===== src/rtl/spi_servo_cmd_decoder_pkg.sv =====
// Shared definitions for the SPI servo command decoder.
// Holds the header command codes, the decoder state encoding, the header
// field positions and the running-XOR helper used by the optional check byte.
package spi_servo_pkg;

    typedef enum logic [1:0] {
        CMD_SINGLE = 2'b00,
        CMD_BURST  = 2'b01,
        CMD_BCAST  = 2'b10,
        CMD_RSVD   = 2'b11
    } cmd_e;

    typedef enum logic [2:0] {
        IDLE    = 3'd0,
        HDR     = 3'd1,
        POS     = 3'd2,
        CHK     = 3'd3,
        DISCARD = 3'd4
    } state_e;

    // Header byte layout: [7:6] command, [5:0] start address
    localparam int HDR_CMD_MSB  = 7;
    localparam int HDR_CMD_LSB  = 6;
    localparam int HDR_ADDR_MSB = 5;
    localparam int HDR_ADDR_LSB = 0;

    // Running XOR of a frame's header, word and check bytes
    function automatic logic [7:0] csum_add(input logic [7:0] acc, input logic [7:0] b);
        return acc ^ b;
    endfunction

endpackage


===== src/rtl/spi_servo_cmd_decoder_if.sv =====
// Bus between spi_slave / servo PWM bank and the command decoder.
// SPI side : spi_done, spi_dout, frame_start, frame_end (byte stream strobes)
// Servo side: servo_num, servo_pos, servo_all, new_pos, frame_err, err_count
// modport slave  - used by the decoder (consumes bytes, drives servo bus)
// modport master - used by whoever feeds bytes and watches the servo bus
interface spi_servo_cmd_decoder_if #(
    parameter int ADDR_W    = 5,
    parameter int POS_W     = 12,
    parameter int ERR_CNT_W = 8
);
    logic                 spi_done;
    logic [7:0]           spi_dout;
    logic                 frame_start;
    logic                 frame_end;
    logic [ADDR_W-1:0]    servo_num;
    logic [POS_W-1:0]     servo_pos;
    logic                 servo_all;
    logic                 new_pos;
    logic                 frame_err;
    logic [ERR_CNT_W-1:0] err_count;

    modport master (
        output spi_done, spi_dout, frame_start, frame_end,
        input  servo_num, servo_pos, servo_all, new_pos, frame_err, err_count
    );

    modport slave (
        input  spi_done, spi_dout, frame_start, frame_end,
        output servo_num, servo_pos, servo_all, new_pos, frame_err, err_count
    );
endinterface


===== src/rtl/spi_servo_cmd_decoder.sv =====
// Decodes framed SPI byte streams into servo position commands.
// Frame: header byte ([7:6] cmd, [5:0] start addr) followed by MSB-first
// position words of POS_BYTES bytes. SINGLE/BCAST commit one word, BURST
// commits consecutive channels. Positions are clamped to POS_MAX.
// Ports:
//   clk   - system clock
//   rst_n - synchronous active-low reset
//   bus   - spi_servo_cmd_decoder_if.slave (SPI strobes in, servo bus out)
// Optional feature: define SPI_SERVO_CHECKSUM_EN to require a check byte after
// every word; XOR of header, word bytes and check byte must be zero.
module spi_servo_cmd_decoder
    import spi_servo_pkg::*;
#(
    parameter int NUM_CH    = 32,
    parameter int POS_W     = 12,
    parameter int POS_MAX   = 2**POS_W - 1,
    parameter int ERR_CNT_W = 8
) (
    input  logic                    clk,
    input  logic                    rst_n,
    spi_servo_cmd_decoder_if.slave  bus
);
    localparam int ADDR_W    = (NUM_CH > 1) ? $clog2(NUM_CH) : 1;
    localparam int POS_BYTES = (POS_W + 7) / 8;
    localparam int SH_W      = POS_BYTES * 8;
    localparam int CNT_W     = 2;
    // One bit wider than the header field so a burst stepping past 63 is seen
    localparam int AX_W      = 7;

    state_e                 state_q, state_d;
    cmd_e                   cmd_q, cmd_d;
    logic [AX_W-1:0]        addr_q, addr_d;
    logic [CNT_W-1:0]       cnt_q, cnt_d;
    logic [SH_W-1:0]        shift_q, shift_d;
    logic                   got_q, got_d;      // a word was committed in this frame
    logic [ADDR_W-1:0]      num_q, num_d;
    logic [POS_W-1:0]       pos_q, pos_d;
    logic                   all_q, all_d;
    logic                   new_pos_q, new_pos_d;
    logic                   frame_err_q, frame_err_d;
    logic [ERR_CNT_W-1:0]   err_count_q, err_count_d;
`ifdef SPI_SERVO_CHECKSUM_EN
    logic [7:0]             hdr_q, hdr_d;
    logic [7:0]             csum_q, csum_d;
`endif

    logic [SH_W-1:0]        word_s;
    logic [SH_W-1:0]        cword_s;
    logic                   commit_s;
    logic                   err_s;

    // Bits above POS_W make the word larger than any legal position
    function automatic logic [POS_W-1:0] clamp_pos(input logic [SH_W-1:0] w);
        logic             over;
        logic [POS_W-1:0] raw;
        raw  = w[POS_W-1:0];
        over = |(w >> POS_W);
        if (over || (raw > POS_W'(POS_MAX))) begin
            return POS_W'(POS_MAX);
        end else begin
            return raw;
        end
    endfunction

    // Word as it stands once the current byte is shifted in (MSB first)
    assign word_s = SH_W'({shift_q, bus.spi_dout});

    // Next-state: byte handling first, then frame_end on the post-byte state
    always_comb begin
        state_d     = state_q;
        cmd_d       = cmd_q;
        addr_d      = addr_q;
        cnt_d       = cnt_q;
        shift_d     = shift_q;
        got_d       = got_q;
        num_d       = num_q;
        pos_d       = pos_q;
        all_d       = all_q;
        new_pos_d   = 1'b0;
        frame_err_d = 1'b0;
        err_count_d = err_count_q;
        commit_s    = 1'b0;
        cword_s     = shift_q;
        err_s       = 1'b0;
`ifdef SPI_SERVO_CHECKSUM_EN
        hdr_d       = hdr_q;
        csum_d      = csum_q;
`endif

        if (bus.frame_start) begin
            // Restart from any state; a word in flight is silently dropped
            state_d = HDR;
            cnt_d   = '0;
            shift_d = '0;
            got_d   = 1'b0;
        end else begin
            if (bus.spi_done) begin
                case (state_q)
                    HDR: begin
                        cmd_d   = cmd_e'(bus.spi_dout[HDR_CMD_MSB:HDR_CMD_LSB]);
                        addr_d  = AX_W'(bus.spi_dout[HDR_ADDR_MSB:HDR_ADDR_LSB]);
                        cnt_d   = '0;
                        shift_d = '0;
`ifdef SPI_SERVO_CHECKSUM_EN
                        hdr_d   = bus.spi_dout;
                        csum_d  = bus.spi_dout;
`endif
                        // Broadcast ignores the address field entirely
                        if (cmd_d == CMD_RSVD) begin
                            err_s   = 1'b1;
                            state_d = DISCARD;
                        end else if ((cmd_d != CMD_BCAST) && (32'(addr_d) >= 32'(NUM_CH))) begin
                            err_s   = 1'b1;
                            state_d = DISCARD;
                        end else begin
                            state_d = POS;
                        end
                    end
                    POS: begin
                        // Address only goes bad after a burst increment; the
                        // word it would address is dropped on its first byte
                        if ((cmd_q != CMD_BCAST) && (32'(addr_q) >= 32'(NUM_CH))) begin
                            err_s   = 1'b1;
                            state_d = DISCARD;
                        end else begin
                            shift_d = word_s;
`ifdef SPI_SERVO_CHECKSUM_EN
                            csum_d  = csum_add(csum_q, bus.spi_dout);
`endif
                            if (cnt_q == CNT_W'(POS_BYTES - 1)) begin
                                cnt_d = '0;
`ifdef SPI_SERVO_CHECKSUM_EN
                                state_d = CHK;
`else
                                commit_s = 1'b1;
                                cword_s  = word_s;
`endif
                            end else begin
                                cnt_d = cnt_q + CNT_W'(1);
                            end
                        end
                    end
`ifdef SPI_SERVO_CHECKSUM_EN
                    CHK: begin
                        if (csum_add(csum_q, bus.spi_dout) == 8'h00) begin
                            commit_s = 1'b1;
                        end else begin
                            err_s   = 1'b1;
                            state_d = DISCARD;
                        end
                    end
`endif
                    default: begin
                        // IDLE and DISCARD ignore bytes
                        state_d = state_q;
                    end
                endcase
            end else begin
                state_d = state_q;
            end

            if (commit_s) begin
                new_pos_d = 1'b1;
                all_d     = (cmd_q == CMD_BCAST);
                num_d     = (cmd_q == CMD_BCAST) ? '0 : addr_q[ADDR_W-1:0];
                pos_d     = clamp_pos(cword_s);
                got_d     = 1'b1;
                if (cmd_q == CMD_BURST) begin
                    addr_d  = addr_q + AX_W'(1);
                    state_d = POS;
                    shift_d = '0;
`ifdef SPI_SERVO_CHECKSUM_EN
                    csum_d  = hdr_q;
`endif
                end else begin
                    state_d = DISCARD;
                end
            end else begin
                new_pos_d = 1'b0;
            end

            // Partial word (or header with no word at all) at end of frame
            if (bus.frame_end) begin
                if (((state_d == POS) && ((cnt_d != '0) || !got_d)) || (state_d == CHK)) begin
                    err_s = 1'b1;
                end else begin
                    err_s = err_s;
                end
                state_d = IDLE;
            end else begin
                state_d = state_d;
            end
        end

        frame_err_d = err_s;
        if (err_s && (err_count_q != '1)) begin
            err_count_d = err_count_q + ERR_CNT_W'(1);
        end else begin
            err_count_d = err_count_q;
        end
    end

    // State and output registers with synchronous reset
    always_ff @(posedge clk) begin
        if (!rst_n) begin
            state_q     <= IDLE;
            cmd_q       <= CMD_SINGLE;
            addr_q      <= '0;
            cnt_q       <= '0;
            shift_q     <= '0;
            got_q       <= 1'b0;
            num_q       <= '0;
            pos_q       <= '0;
            all_q       <= 1'b0;
            new_pos_q   <= 1'b0;
            frame_err_q <= 1'b0;
            err_count_q <= '0;
`ifdef SPI_SERVO_CHECKSUM_EN
            hdr_q       <= 8'h00;
            csum_q      <= 8'h00;
`endif
        end else begin
            state_q     <= state_d;
            cmd_q       <= cmd_d;
            addr_q      <= addr_d;
            cnt_q       <= cnt_d;
            shift_q     <= shift_d;
            got_q       <= got_d;
            num_q       <= num_d;
            pos_q       <= pos_d;
            all_q       <= all_d;
            new_pos_q   <= new_pos_d;
            frame_err_q <= frame_err_d;
            err_count_q <= err_count_d;
`ifdef SPI_SERVO_CHECKSUM_EN
            hdr_q       <= hdr_d;
            csum_q      <= csum_d;
`endif
        end
    end

    assign bus.servo_num = num_q;
    assign bus.servo_pos = pos_q;
    assign bus.servo_all = all_q;
    assign bus.new_pos   = new_pos_q;
    assign bus.frame_err = frame_err_q;
    assign bus.err_count = err_count_q;

endmodule


===== src/flat_wrapper.sv =====
// flat-port wrapper written by rule: the top's interface ports become plain ports
module spi_servo_cmd_decoder_flat import spi_servo_pkg::*;
#(
    parameter int NUM_CH    = 32,
    parameter int POS_W     = 12,
    parameter int POS_MAX   = 2**POS_W - 1,
    parameter int ERR_CNT_W = 8
)
  (clk, rst_n, bus_spi_done, bus_spi_dout, bus_frame_start, bus_frame_end, bus_servo_num, bus_servo_pos, bus_servo_all, bus_new_pos, bus_frame_err, bus_err_count);
  spi_servo_cmd_decoder_if #(.ADDR_W(5), .POS_W(POS_W), .ERR_CNT_W(ERR_CNT_W)) bus_i ();
  input  logic clk;
  input  logic rst_n;
  input wire logic [$bits(bus_i.spi_done)-1:0] bus_spi_done;
  input wire logic [$bits(bus_i.spi_dout)-1:0] bus_spi_dout;
  input wire logic [$bits(bus_i.frame_start)-1:0] bus_frame_start;
  input wire logic [$bits(bus_i.frame_end)-1:0] bus_frame_end;
  output wire logic [$bits(bus_i.servo_num)-1:0] bus_servo_num;
  output wire logic [$bits(bus_i.servo_pos)-1:0] bus_servo_pos;
  output wire logic [$bits(bus_i.servo_all)-1:0] bus_servo_all;
  output wire logic [$bits(bus_i.new_pos)-1:0] bus_new_pos;
  output wire logic [$bits(bus_i.frame_err)-1:0] bus_frame_err;
  output wire logic [$bits(bus_i.err_count)-1:0] bus_err_count;
  assign bus_i.spi_done = bus_spi_done;
  assign bus_i.spi_dout = bus_spi_dout;
  assign bus_i.frame_start = bus_frame_start;
  assign bus_i.frame_end = bus_frame_end;
  assign bus_servo_num = bus_i.servo_num;
  assign bus_servo_pos = bus_i.servo_pos;
  assign bus_servo_all = bus_i.servo_all;
  assign bus_new_pos = bus_i.new_pos;
  assign bus_frame_err = bus_i.frame_err;
  assign bus_err_count = bus_i.err_count;
  spi_servo_cmd_decoder #(.NUM_CH(NUM_CH), .POS_W(POS_W), .POS_MAX(POS_MAX), .ERR_CNT_W(ERR_CNT_W)) u_core (.clk(clk), .rst_n(rst_n), .bus(bus_i));
endmodule

===== config.mk =====
export PLATFORM = sky130hd
export DESIGN_NAME = spi_servo_cmd_decoder_flat
export DESIGN_NICKNAME = d
export VERILOG_FILES = /design/src/rtl/spi_servo_cmd_decoder_pkg.sv /design/src/rtl/spi_servo_cmd_decoder_if.sv /design/src/rtl/spi_servo_cmd_decoder.sv /design/src/flat_wrapper.sv
export SDC_FILE = /design/constraint.sdc
export NUM_CORES = 1
export LEC_CHECK = 0
export ABC_AREA = 1
export CAP_MARGIN = 20
export CELL_PAD_IN_SITES_DETAIL_PLACEMENT = 1
export CELL_PAD_IN_SITES_GLOBAL_PLACEMENT = 2
export CORE_UTILIZATION = 30
export CTS_CLUSTER_DIAMETER = 30
export DETAILED_ROUTE_END_ITERATION = 8
export PLACE_DENSITY = 0.79
export SYNTH_ARGS = -nofsm -noshare
export SYNTH_HDL_FRONTEND = slang
export SYNTH_SLANG_ARGS = --single-unit

===== constraint.sdc =====
create_clock -name clk -period 2 [get_ports clk]
set_input_delay 0.4 -clock clk [delete_from_list [all_inputs] [get_ports clk]]
set_output_delay 0.4 -clock clk [all_outputs]
set_load 0.01 [all_outputs]

==> results of run 1 <==
-- where the power goes --
group / total (W) / switching [W] / internal (W)
clock network: 0.000640 / 0.000380 / 0.000260
logic: 0.000158 / 0.0000891 / 0.0000688
registers: 0.00103 / 0.00000794 / 0.00102
-- routing by layer --
layer | vias to the layer above | global-route usage, %
met5 | - | 0
met4 | 0 | 4.44
met3 | 7 | 3.03
met2 | 28 | 29.1
met1 | 1064 | 21.3
li1 | 1099 | -
-- layout by cell type, fill, tap and decap left out, types with 4 or more instances in the layout --
cell / instances
dfxtp_1: 51
nand2_1: 48
clkdlybuf4s50_1: 39
buf_4: 26
nor2_1: 25
inv_1: 23
nand3_1: 18
a21oi_1: 13
a22oi_1: 12
o21ai_0: 11
o221a_2: 10
o211ai_1: 7
xor2_1: 6
inv_2: 5
nand2_2: 5
nor3_1: 5
clkbuf_8: 5
nand2_4: 4
o22ai_1: 4
-- area by class of cell --
cell class,instances,area [um2]
multi-input cells,195,1200
clock buffers,5,68.8
fillers,897,4280
flip-flops and latches,51,1020
clock inverters,3,27.5
inverters,28,105
well taps,99,124
repair buffers,67,618
-- registers in the layout, indices dropped and copies added (netlist names), 2 cells and up --
register              count
u_core.cmd_q              2
u_core.bus.servo_pos     12
u_core.bus.servo_num      5
u_core.bus.err_count      8
u_core.state_q            3
u_core.cnt_q              2
u_core.shift_q            8
u_core.addr_q             7
-- worst paths after layout --
path / start / slack [ps] / endpoint
max: bus_spi_dout[7] / 210 / u_core.bus.err_count[3]
min: u_core.addr_q[4] / 470 / u_core.bus.servo_num[4]
max reg2reg: u_core.state_q[2] / 230 / u_core.bus.err_count[3]
min reg2reg: u_core.addr_q[4] / 470 / u_core.bus.servo_num[4]
-- worst max-delay path: stages --
cell and delay [ps]:
clkdlybuf4s50_1 510, inv_1 70, nand2_1 70, nand2_1 60
nand2_2 70, nand2_2 60, nand2_4 60, nand2_1 70
a21oi_2 130, nand3_2 110, nand2_4 130, nand2_4 100
nand2_1 70, a21oi_1 60
-- cell families (layout without fill, tap and decap cells) --
logic type,Yosys count,in the layout,share of synthesized area (%)
compound gates,63,63,19.4
xor+xnor,9,9,3.34
fa+ha+maj,3,3,1.59
buf+inv,38,103,6.41
flops,51,51,43.2
mux,1,1,0.424
simple gates,119,119,25.6
-- through the flow --
step | utilization [%] | instance area [um2]
floorplan | - | 2360
global placement | 41.0 | 3060
detailed placement | 41.0 | 3060
CTS | 42.3 | 3150
global route | 42.5 | 3160
finish | 42.5 | 3160
==> results, run 1 <==
- The flow ran to the end, and the final reports show no timing, DRC or antenna violations.
- The worst path arrival time is 1980 ps.
- Yosys mapped a number of flops with a built-in enable equal to 0.
- The number of instances in the placed design is 440.
- Setup repair after global routing left no endpoint under its margin.
- The initial antenna violation count is 0.
- The netlist area before placement is 2360 um2.
- The number of cells on the worst hold path is 2.
- The highest metal layer with signal wires is met4.
- A synthesized cell averages 8.32 um2.
- Detailed placement finished with a half-perimeter wire length of 4910 um.
- The largest fanout on the critical path is 9.
- The final-stage net count is 364.
- The via count of the first global-routing pass is 2276.
- Post-CTS repair changed the size of 0 cells.
- The routed wirelength normalized by instance count is 14.6 um.
- The routed length on met1 is 3180 um.
- Across the routed clock network, the largest skew measured is 7.90 ps.
- In the synthesized netlist, the cells that appear most often are dfxtp_1 (51), nand2_1 (48), nor2_1 (25).
- The total number of vias is 2198.
- The number of cells on the worst reg-to-reg path is 10.
- The finished layout holds 448 standard cells, fillers aside.
- The sequential share of the synthesized area is 43.2%.
- TritonCTS built the clock tree.
- Dividing the final minimum period by the clock period gives 89.3%.
- For this run, the top clock speed supported by timing is 0.560 GHz.
- The count of antenna-violating nets left after detailed routing is 0.
- Counting every instance in the synthesized netlist gives 284.
- The DRC violation total after the first TritonRoute iteration is 58.
- The final-report setup violation count is 0.
- In the post-route analysis, the smallest setup slack over all paths is 213 ps.
- In the routed layout, each cell is associated on average with a via count of 4.91.
- The length of routed met2 wiring is 3140 um.
- The number of maximum-capacitance constraint violations is 0.
- The last weighted congestion value of the routability-driven placer is 0.774.
- Final hold analysis gives a worst-case slack of 468 ps.
- In this run the number of H-tree levels came out at 2.
- The clock latency on the worst-skew pair is 310 ps.
- The antenna diode instance count is 0.
- In this run the tightest slew margin relative to its limit is 76.4%.
- The met3 layer wire length in the routed design is 162 um.
- From left edge to right edge, the die measures 90.7 um.
- The number of top-level pins is 41.
- Clock-pin slew was measured on the worst setup and hold paths at 100 ps.
- The endpoint kind of the worst setup timing path is a flip-flop.
- The number of buffer cells added on primary ports is 40.
- The aggregate routed wire length is 6540 um.
- The placeable core region is 7450 um2.
- Total power for the finished layout comes to 0.00183 W.
- The maximum number of pins on one net before global-route repair is 19.
- The floorplan step defined a die boundary enclosing 8230 um2.
- The worst path needs 1790 ps of the cycle, external delays included.
- The number of nets handed over by synthesis was 300.
- The critical path is of the in2reg type.
- The number of setup buffers added after CTS is 0.
- The dominant cell by count in the synthesized netlist is dfxtp_1.
- The synthesized design contains 51 register bits.
- The total CTS buffers is 5.
- The leakage component of the power is 1.28 nW.
- The worst-case IR drop observed on VDD is 0.339 mV.
- The proportion of layout cells with a drive suffix above 1 is 21.2%.
- The number of distinct library cell variants in the gate-level netlist after synthesis is 36.
- The total overflow left after global routing is 0.
- Before antenna repair, the detailed router went through 4 iterations.
- The first global-routing pass estimated 11100 um of wire.
- No sink is reached through more buffers than the 2 on the longest clock path.
- The floorplan has 31 rows.
- The number of warning messages in the yosys log is 0.
- The prevailing post-synth register cell is dfxtp_1.
- The number of hold violations in the final report came to 0.
- After routing, the total negative slack on setup checks comes to 0 ps.
- For this design the ratio of total power to cell area is 578 nW/um2.
- The count of unresolved DRC violations after routing is 0.
- After synthesis, the cell types taking the most area are dfxtp_1 (43%), nand2_1 (7.6%), o221a_2 (4.8%).
- The critical path data required time is 2200 ps.
- After synthesis, the largest area contributor takes up 43.2% of total cell area.
- Once the floorplan was initialized, standard cells occupied 31.7% of the core.
- From synthesis to final layout, the design area changed by 33.9%.
- The category of the worst setup path launch point is an input pin.
- The type of the worst min-delay path is reg2reg.
- Counting flops with an async set or reset pin after synthesis yields a share of 0%.
- In this run the clock root is driven by a clkbuf_8.
- The die outline height is 90.7 um.
- Timing analysis after detailed placement gives a worst setup slack of -182 ps.
- The post-synthesis cell type with the largest combined area is dfxtp_1.
- Global routing consumed, over all layers together, 16.8% of the routing resources.
- The slew at the pin closest to its max-slew limit is 352 ps.
- The clock sink count is 51.
- The final number of max-transition violations was 0.
- The hold-fix buffer count after cts is 0.
Power figures use the tool's default switching activity.
==> run 2: changes to the inputs <==
--- a/config.mk
+++ b/config.mk
@@ -12,6 +12,7 @@
 export CORE_UTILIZATION = 30
 export CTS_CLUSTER_DIAMETER = 30
 export DETAILED_ROUTE_END_ITERATION = 8
+export GPL_TIMING_DRIVEN = 0
 export PLACE_DENSITY = 0.79
 export SYNTH_ARGS = -nofsm -noshare
 export SYNTH_HDL_FRONTEND = slang
==> run 2 against run 1 <==
  * Worst setup slack worse by 43 ps
  * Clock power hardly changed
  * Sequential power hardly changed
  * Core utilization is 2.4 points lower
  * Global-route usage is 0.93 points lower
  * Highest routed layer unchanged
  * Design area is 5.7% lower
  * Count of clock-buffer cells in the layout stayed put
  * Non-clock buffer count is 19 lower
==> results, run 2 (synthesis gave the netlist of run 1 again) <==
- Run status: complete, no violations (unchanged).
- The worst-case clock buffer depth was 2 (unchanged).
- The number of setup buffers added after CTS is 0 (unchanged).
- The H-tree level count is 2 (unchanged).
- The total power per unit cell area came to 605 nW/um2 (was 578 nW/um2).
- The category of the worst setup path launch point was a flip-flop (was input pin).
- The share of the cycle needed by the critical path after routing is 91.5% (was 89.3%).
- The maximum clock rate is 0.547 GHz (was 0.560 GHz).
- The leakage component of the power was 1.19 nW (was 1.28 nW).
- The maximum number of pins on one net before global-route repair came to 19 (unchanged).
- The number of top-level pins is 41 (unchanged).
- The final-stage net count is 346 (was 364).
- The sum of overflow across all layers after global routing is 0 (unchanged).
- The total number of vias is 2106 (was 2198).
- The placeable core region is 7450 um2 (unchanged).
- The most used cell along the critical path is nand2_4 (was nand2_1).
- The final number of max-transition violations is 0 (unchanged).
- The clock latency on the worst-skew pair came to 320 ps (was 310 ps).
- The aggregate routed wire length is 6300 um (was 6540 um).
- The number of hold violations in the final report was 0 (unchanged).
- The time the final worst path needs with I/O delays and setup is 1830 ps (was 1790 ps).
- The proportion of layout cells with a drive suffix above 1 is 16.6% (was 21.2%).
- The worst slew margin relative to its limit was 62.6% (was 76.4%).
- The relative area change from synthesis to final layout is 26.2% (was 33.9%).
- The hold-fix buffer count after cts was 0 (unchanged).
- The count of instances resized after the clock tree is built is 0 (unchanged).
- The met3 usage in global routing is 3.37% (was 3.03%).
- The die outline height came to 90.7 um (unchanged).
- The area enclosed by the die boundary is 8230 um2 (unchanged).
- The most frequent standard cell in the layout excluding fill and tap cells is dfxtp_1 (unchanged).
- Crit-path cells: inv_2 -> nand2_2 -> nor2_8 -> nand2_4 -> nand2_2 -> nand2_4 -> nand2_2 -> a21oi_2 -> nand3_2 -> nand2_4 -> nand2_4 -> nand2_1 -> a21oi_1 (was clkdlybuf4s50_1 -> inv_1 -> nand2_1 -> nand2_1 -> nand2_2 -> nand2_2 -> nand2_4 -> nand2_1 -> a21oi_2 -> nand3_2 -> nand2_4 -> nand2_4 -> nand2_1 -> a21oi_1).
- The total design power is 0.00180 W (was 0.00183 W).
- The clock sink count is 51 (unchanged).
- The critical path data required time is 2190 ps (was 2200 ps).
- The initial antenna violation count is 0 (unchanged).
- The starting density of the core is 31.7% (unchanged).
- The met1 usage in global routing was 21.6% (was 21.3%).
- The total routing usage reported by global routing is 15.9% (was 16.8%).
- The final-report setup violation count is 0 (unchanged).
- The total CTS buffers is 5 (unchanged).
- The number of vias per cell is 4.90 (was 4.91).
- Most used cells in the layout excluding fill and tap cells: dfxtp_1 (51), nand2_1 (46), clkdlybuf4s50_1 (35), nor2_1 (25), inv_1 (22) (was dfxtp_1 (51), nand2_1 (48), clkdlybuf4s50_1 (39), buf_4 (26), nor2_1 (25)).
- The critical path's largest stage delay was 430 ps (was 510 ps).
- The final clock skew is 14.8 ps (was 7.90 ps).
- The antenna diode instance count is 0 (unchanged).
- The clock transition at the register clock pins on the worst setup and hold paths after CTS is 110 ps (was 100 ps).
- The number of flip-flops in the largest register came to 12 (unchanged).
- The slew at the pin closest to its max-slew limit is 559 ps (was 352 ps).
- The met2 routing resource usage after global routing was 25.6% (was 29.1%).
- The CTS tree is yes (unchanged).
- The slowest library cell on the worst path is dfxtp_1 (was clkdlybuf4s50_1).
- The type of the worst min-delay path is in2reg (was reg2reg).
- The via count of the first global-routing pass is 2122 (was 2276).
- The count of unresolved DRC violations after routing is 0 (unchanged).
- The detailed-router iteration count before antenna repair was 4 (unchanged).
- The number of buffer cells added on primary ports is 38 (was 40).
- The category of the critical setup timing path is reg2reg (was in2reg).
- The buffer cell driving the clock tree root is clkbuf_8 (unchanged).
- The endpoint kind of the worst setup timing path is a flip-flop (unchanged).
- The largest fanout on the critical path is 8 (was 9).
- The DRC violation total after the first TritonRoute iteration was 80 (was 58).
- The worst path arrival time is 2010 ps (was 1980 ps).
- The count of antenna-violating nets left after detailed routing is 0 (unchanged).
- The sum of negative setup slack is 0 ps (unchanged).
- The last weighted congestion value of the routability-driven placer is 0.753 (was 0.774).
- The most heavily used metal layer in global routing was met2 (unchanged).
- The number of maximum-capacitance constraint violations came to 0 (unchanged).
- The first-pass GRT wire length came to 10500 um (was 11100 um).
- The floorplan die width is 90.7 um (unchanged).
- The routed wirelength normalized by instance count was 14.6 um (about the same).
- The worst-case vdd ir drop is 0.253 mV (was 0.339 mV).
- The placement row count is 31 (unchanged).
- The final HPWL from detailed placement is 4660 um (was 4910 um).
[run 2: changes by cell type in the layout (fill, tap and decap cells not counted), sizes merged]
cell	change
clkdlybuf4s50	-4
dlymetal6s2s	+2
clkbuf	+4
clkinv	+1
inv	-1
nand2	+1
buf	-21
[run 2: per-stage QoR]
stage                     util (%)  cell area [um2]  hold slack, ps  instances  setup slack [ps]
after floorplan                  -             2360             436        284               358
after global placement        38.5             2870             447        421              -248
after detailed placement      38.5             2870             460        421              -290
after CTS                     39.8             2960             424        429              58.9
after global routing          40.0             2980             416        430             -25.9
final                         40.0             2980             420        430               171
[run 2: final cells by class]
type                            count  area (um2)
Buffer                             10        46.3
Clock buffer                        5        68.8
Clock inverter                      3        27.5
Fill cell                         936        4470
Inverter                           28         105
Multi-Input combinational cell    196        1200
Sequential cell                    51        1020
Tap cell                           99         124
Timing Repair Buffer               38         388
[run 2: worst max-delay path: cells and delay by family (launching register included)]
kind / cells / cell delay [ps]
AND/OR/NAND/NOR: 10 / 990
AO/OA/AOI/OAI: 2 / 210
buffers and inverters: 1 / 80
flip-flops: 1 / 430
[run 2: path summary, 6_finish.rpt]
kind,end,slack [ps],from,cells after the start
worst max-delay path,u_core.bus.err_count[2],170,u_core.state_q[0],13
worst min-delay path,u_core.bus.servo_pos[7],420,bus_spi_dout[7],3
worst max register to register,u_core.bus.err_count[2],170,u_core.state_q[0],13
worst min register to register,u_core.bus.servo_num[4],470,u_core.addr_q[4],2
[run 2: layer usage]
| layer | vias to the layer above | routed length [um] |
|---|---|---|
| met5 | - | 0 |
| met4 | 0 | 40 |
| met3 | 5 | 162 |
| li1 | 1065 | - |
| met1 | 1011 | 3160 |
| met2 | 25 | 2940 |
[run 2: power by group]
group | internal, W | switching [W]
combinational | 0.0000461 | 0.0000850
clock | 0.000258 | 0.000384
sequential | 0.00102 | 0.00000803
total | 0.00133 | 0.000477
==> run 3: changes to the inputs <==
--- a/config.mk
+++ b/config.mk
@@ -9,11 +9,11 @@
 export CAP_MARGIN = 20
 export CELL_PAD_IN_SITES_DETAIL_PLACEMENT = 1
 export CELL_PAD_IN_SITES_GLOBAL_PLACEMENT = 2
-export CORE_UTILIZATION = 30
+export CORE_UTILIZATION = 27
 export CTS_CLUSTER_DIAMETER = 30
 export DETAILED_ROUTE_END_ITERATION = 8
 export GPL_TIMING_DRIVEN = 0
-export PLACE_DENSITY = 0.79
+export PLACE_DENSITY = 0.75
 export SYNTH_ARGS = -nofsm -noshare
 export SYNTH_HDL_FRONTEND = slang
 export SYNTH_SLANG_ARGS = --single-unit
==> constraint.sdc (replaced) <==
create_clock -name clk -period 1.5 [get_ports clk]
set_input_delay 0.3 -clock clk [delete_from_list [all_inputs] [get_ports clk]]
set_output_delay 0.3 -clock clk [all_outputs]
set_load 0.01 [all_outputs]
==> run 3 against run 2 <==
  * The flow now finishes with violations (negative setup slack)
  * Worst setup slack worse by 410 ps
  * Register-to-register slack lost 410 ps
  * Critical path depth decreased by 3
  * Design area up 16%
  * Core utilization is 1.3 points higher
  * Non-clock buffer count grew 24
  * Die area rose by 11%
  * Clock skew shrank 10 ps
  * Final cell count grew 7.0%
  * Sequential share of layout area fell by 3.9 points
  * Critical endpoint is now u_core.bus.servo_pos[1]
  * Largest cell class unchanged
  * Largest power group unchanged
  * Highest routed layer unchanged
==> results, run 3 (synthesis gave the netlist of run 1 again) <==
- The number of vias per cell is 4.90 (about the same).
- The checks that failed: negative setup slack.
- The sum of overflow across all layers after global routing was 0 (unchanged).
- The clock transition at the register clock pins on the worst setup and hold paths after CTS is 100 ps (was 110 ps).
- The buffer cell driving the clock tree root is clkbuf_8 (unchanged).
- The total design power came to 0.00243 W (was 0.00180 W).
- The slowest library cell on the worst path is dfxtp_4 (was dfxtp_1).
- Run status: finished, violations left (was complete, no violations).
- The first-pass GRT wire length is 11800 um (was 10500 um).
- The H-tree level count came to 2 (unchanged).
- The initial antenna violation count came to 0 (unchanged).
- The final clock skew is 4.48 ps (was 14.8 ps).
- The area enclosed by the die boundary came to 9130 um2 (was 8230 um2).
- Most used cells in the layout excluding fill and tap cells: dfxtp_1 (37), nand2_1 (31), dlygate4sd2_1 (26), nor2_1 (21), buf_4 (21) (was dfxtp_1 (51), nand2_1 (46), clkdlybuf4s50_1 (35), nor2_1 (25), inv_1 (22)).
- The post-layout worst setup margin is -236 ps (was 171 ps).
- The combined buffer and inverter count along the critical path came to 4 (was 1).
- The number of flip-flops in the largest register is 12 (unchanged).
- The power share of the clock group was 34.4% (was 35.6%).
- The slew at the pin closest to its max-slew limit is 565 ps (was 559 ps).
- The most used cell along the critical path is inv_4 (was nand2_4).
- The type of the worst min-delay path is in2reg (unchanged).
- The starting density of the core is 28.3% (was 31.7%).
- The largest fanout on the critical path was 10 (was 8).
- The fraction of power consumed by combinational cells came to 9.2% (was 7.3%).
- The via count of the first global-routing pass is 2453 (was 2122).
- The worst-case clock buffer depth is 2 (unchanged).
- The register cell area after layout came to 1050 um2 (was 1020 um2).
- The count of antenna-violating nets left after detailed routing is 0 (unchanged).
- Setup repair after global routing could not meet its margin everywhere.
- The total power per unit cell area came to 705 nW/um2 (was 605 nW/um2).
- The maximum clock rate came to 0.576 GHz (was 0.547 GHz).
- The relative area change from synthesis to final layout is 45.9% (was 26.2%).
- The endpoint kind of the worst setup timing path is a flip-flop (unchanged).
- The final-stage net count is 370 (was 346).
- The number of hold violations in the final report was 0 (unchanged).
- The internal cell power is 0.00178 W (was 0.00133 W).
- The final number of max-transition violations is 0 (unchanged).
- The number of maximum-capacitance constraint violations was 0 (unchanged).
- The number of top-level pins is 41 (unchanged).
- The final-report setup violation count is 30 (was 0).
- The proportion of layout cells with a drive suffix above 1 is 36.3% (was 16.6%).
- The share of the cycle needed by the critical path after routing is 116% (was 91.5%).
- The most frequent standard cell in the layout excluding fill and tap cells is dfxtp_1 (unchanged).
- The net switching power came to 0.000646 W (was 0.000477 W).
- The detailed-router iteration count before antenna repair is 4 (unchanged).
- The area of the multi-input gates is 1420 um2 (was 1200 um2).
- The total number of vias came to 2252 (was 2106).
- The placement row count was 33 (was 31).
- The dominant delay contributor by cell family on the critical path is simple AND/OR/NAND/NOR gates (unchanged).
- The worst slew margin relative to its limit was 62.3% (was 62.6%).
- The maximum number of pins on one net before global-route repair was 18 (was 19).
- The die outline height is 95.5 um (was 90.7 um).
- The worst path arrival time was 1940 ps (was 2010 ps).
- The critical path's largest stage delay came to 360 ps (was 430 ps).
- The antenna diode instance count is 0 (unchanged).
- The routed wirelength normalized by instance count came to 15.2 um (was 14.6 um).
- The total CTS buffers came to 5 (unchanged).
- The floorplan die width was 95.5 um (was 90.7 um).
- The aggregate routed wire length came to 7000 um (was 6300 um).
- The count of unresolved DRC violations after routing came to 0 (unchanged).
- The core occupancy in the finished layout came to 41.3% (was 40.0%).
- The category of the critical setup timing path is reg2reg (unchanged).
- The net switching share of the total power came to 26.6% (was 26.5%).
- The time the final worst path needs with I/O delays and setup is 1740 ps (was 1830 ps).
- The number of buffer cells added on primary ports is 38 (unchanged).
- The hold-fix buffer count after cts is 0 (unchanged).
- The clock sink count is 51 (unchanged).
- The placeable core region is 8340 um2 (was 7450 um2).
- The slack of the worst reg-to-reg path is -240 ps (was 170 ps).
- Crit-path cells: inv_4 -> nand2_4 -> nor2_8 -> nand3_4 -> buf_12 -> nor2_4 -> inv_4 -> nor2_4 -> inv_4 -> o221a_2 (was inv_2 -> nand2_2 -> nor2_8 -> nand2_4 -> nand2_2 -> nand2_4 -> nand2_2 -> a21oi_2 -> nand3_2 -> nand2_4 -> nand2_4 -> nand2_1 -> a21oi_1).
- The worst-case vdd ir drop is 0.389 mV (was 0.253 mV).
- The filler cell count is 984 (was 936).
- The leakage component of the power is 1.46 nW (was 1.19 nW).
- The DRC violation total after the first TritonRoute iteration is 48 (was 80).
- The CTS tree is yes (unchanged).
- The last weighted congestion value of the routability-driven placer is 0.715 (was 0.753).
- The critical path data required time came to 1710 ps (was 2190 ps).
- The final HPWL from detailed placement was 4920 um (was 4660 um).
- The category of the worst setup path launch point was a flip-flop (unchanged).
- The clock latency on the worst-skew pair was 310 ps (was 320 ps).
- The sequential group share of total power is 56.4% (was 57.1%).
- The total routing usage reported by global routing is 16.8% (was 15.9%).
-- run 3: cell types whose count changed in the layout (fill, tap and decap cells not counted), moves of 6 or more --
cell / delta
dlygate4sd2_1: +26
clkdlybuf4s50_1: -25
buf_4: +20
nand2_1: -15
dfxtp_1: -14
dfxtp_2: +11
nand2_2: +8
a21oi_1: -6
-- run 3: what timing repair did --
action                     4_1_cts  5_1_grt
setup endpoints to repair       71       42
buffers inserted                14       11
pin swaps                       19       13
gates resized for setup         66       36
cloned                           1        0
-- run 3: layout make-up --
| type | count | share of cell area (%) |
|---|---|---|
| sequential | 51 | 30.3 |
| tap | 105 | 3.81 |
| multi-input combinational | 196 | 41.1 |
| inverter | 28 | 3.48 |
| timing repair buffer | 62 | 16.8 |
| buffer | 10 | 1.81 |
| clock inverter | 3 | 0.653 |
| clock buffer | 5 | 2.00 |
-- run 3: per-layer routing --
layer	wire (um)	share of wire (%)	track usage, %
met1	3300	47	21.0
met2	3480	50	29.5
met3	123	1.8	2.63
met4	89	1.3	4.98
met5	0	0	0
-- run 3: final timing paths --
path,cells past startpoint,to,from
min reg2reg,2,u_core.bus.servo_num[4],u_core.addr_q[4]
max reg2reg,10,u_core.bus.servo_pos[1],u_core.state_q[0]
max,10,u_core.bus.servo_pos[1],u_core.state_q[0]
min,4,u_core.state_q[0],bus_spi_done
-- run 3: stage by stage --
| stage | area, um2 | TNS [ps] | setup slack (ps) | hold slack [ps] | cells |
|---|---|---|---|---|---|
| 2_1_floorplan | 2410 | -105 | -10.0 | 369 | 284 |
| 3_3_place_gp | 2920 | -18260 | -652 | 448 | 427 |
| 3_5_place_dp | 2920 | -18460 | -720 | 457 | 427 |
| 4_1_cts | 3240 | -2990 | -171 | 399 | 450 |
| 5_1_grt | 3450 | -8610 | -331 | 405 | 460 |
| 6_report | 3450 | -5340 | -236 | 399 | 460 |
-- run 3: worst register-to-register path, stage by stage (launching register included) --
cell	delay (ps)
dfxtp_4	360
inv_4	70
nand2_4	60
nor2_8	200
nand3_4	150
buf_12	160
nor2_4	120
inv_4	70
nor2_4	130
inv_4	80
o221a_2	230
-- run 3: power groups by stage --
stage	Sequential, W	Clock (W)	Combinational [W]
global route	0.00137	0.000929	0.000248
floorplan	0.00140	0	0.000103
CTS	0.00137	0.000877	0.000210
detailed placement	0.00141	0	0.000182
finish	0.00137	0.000836	0.000224
global placement	0.00141	0	0.000179
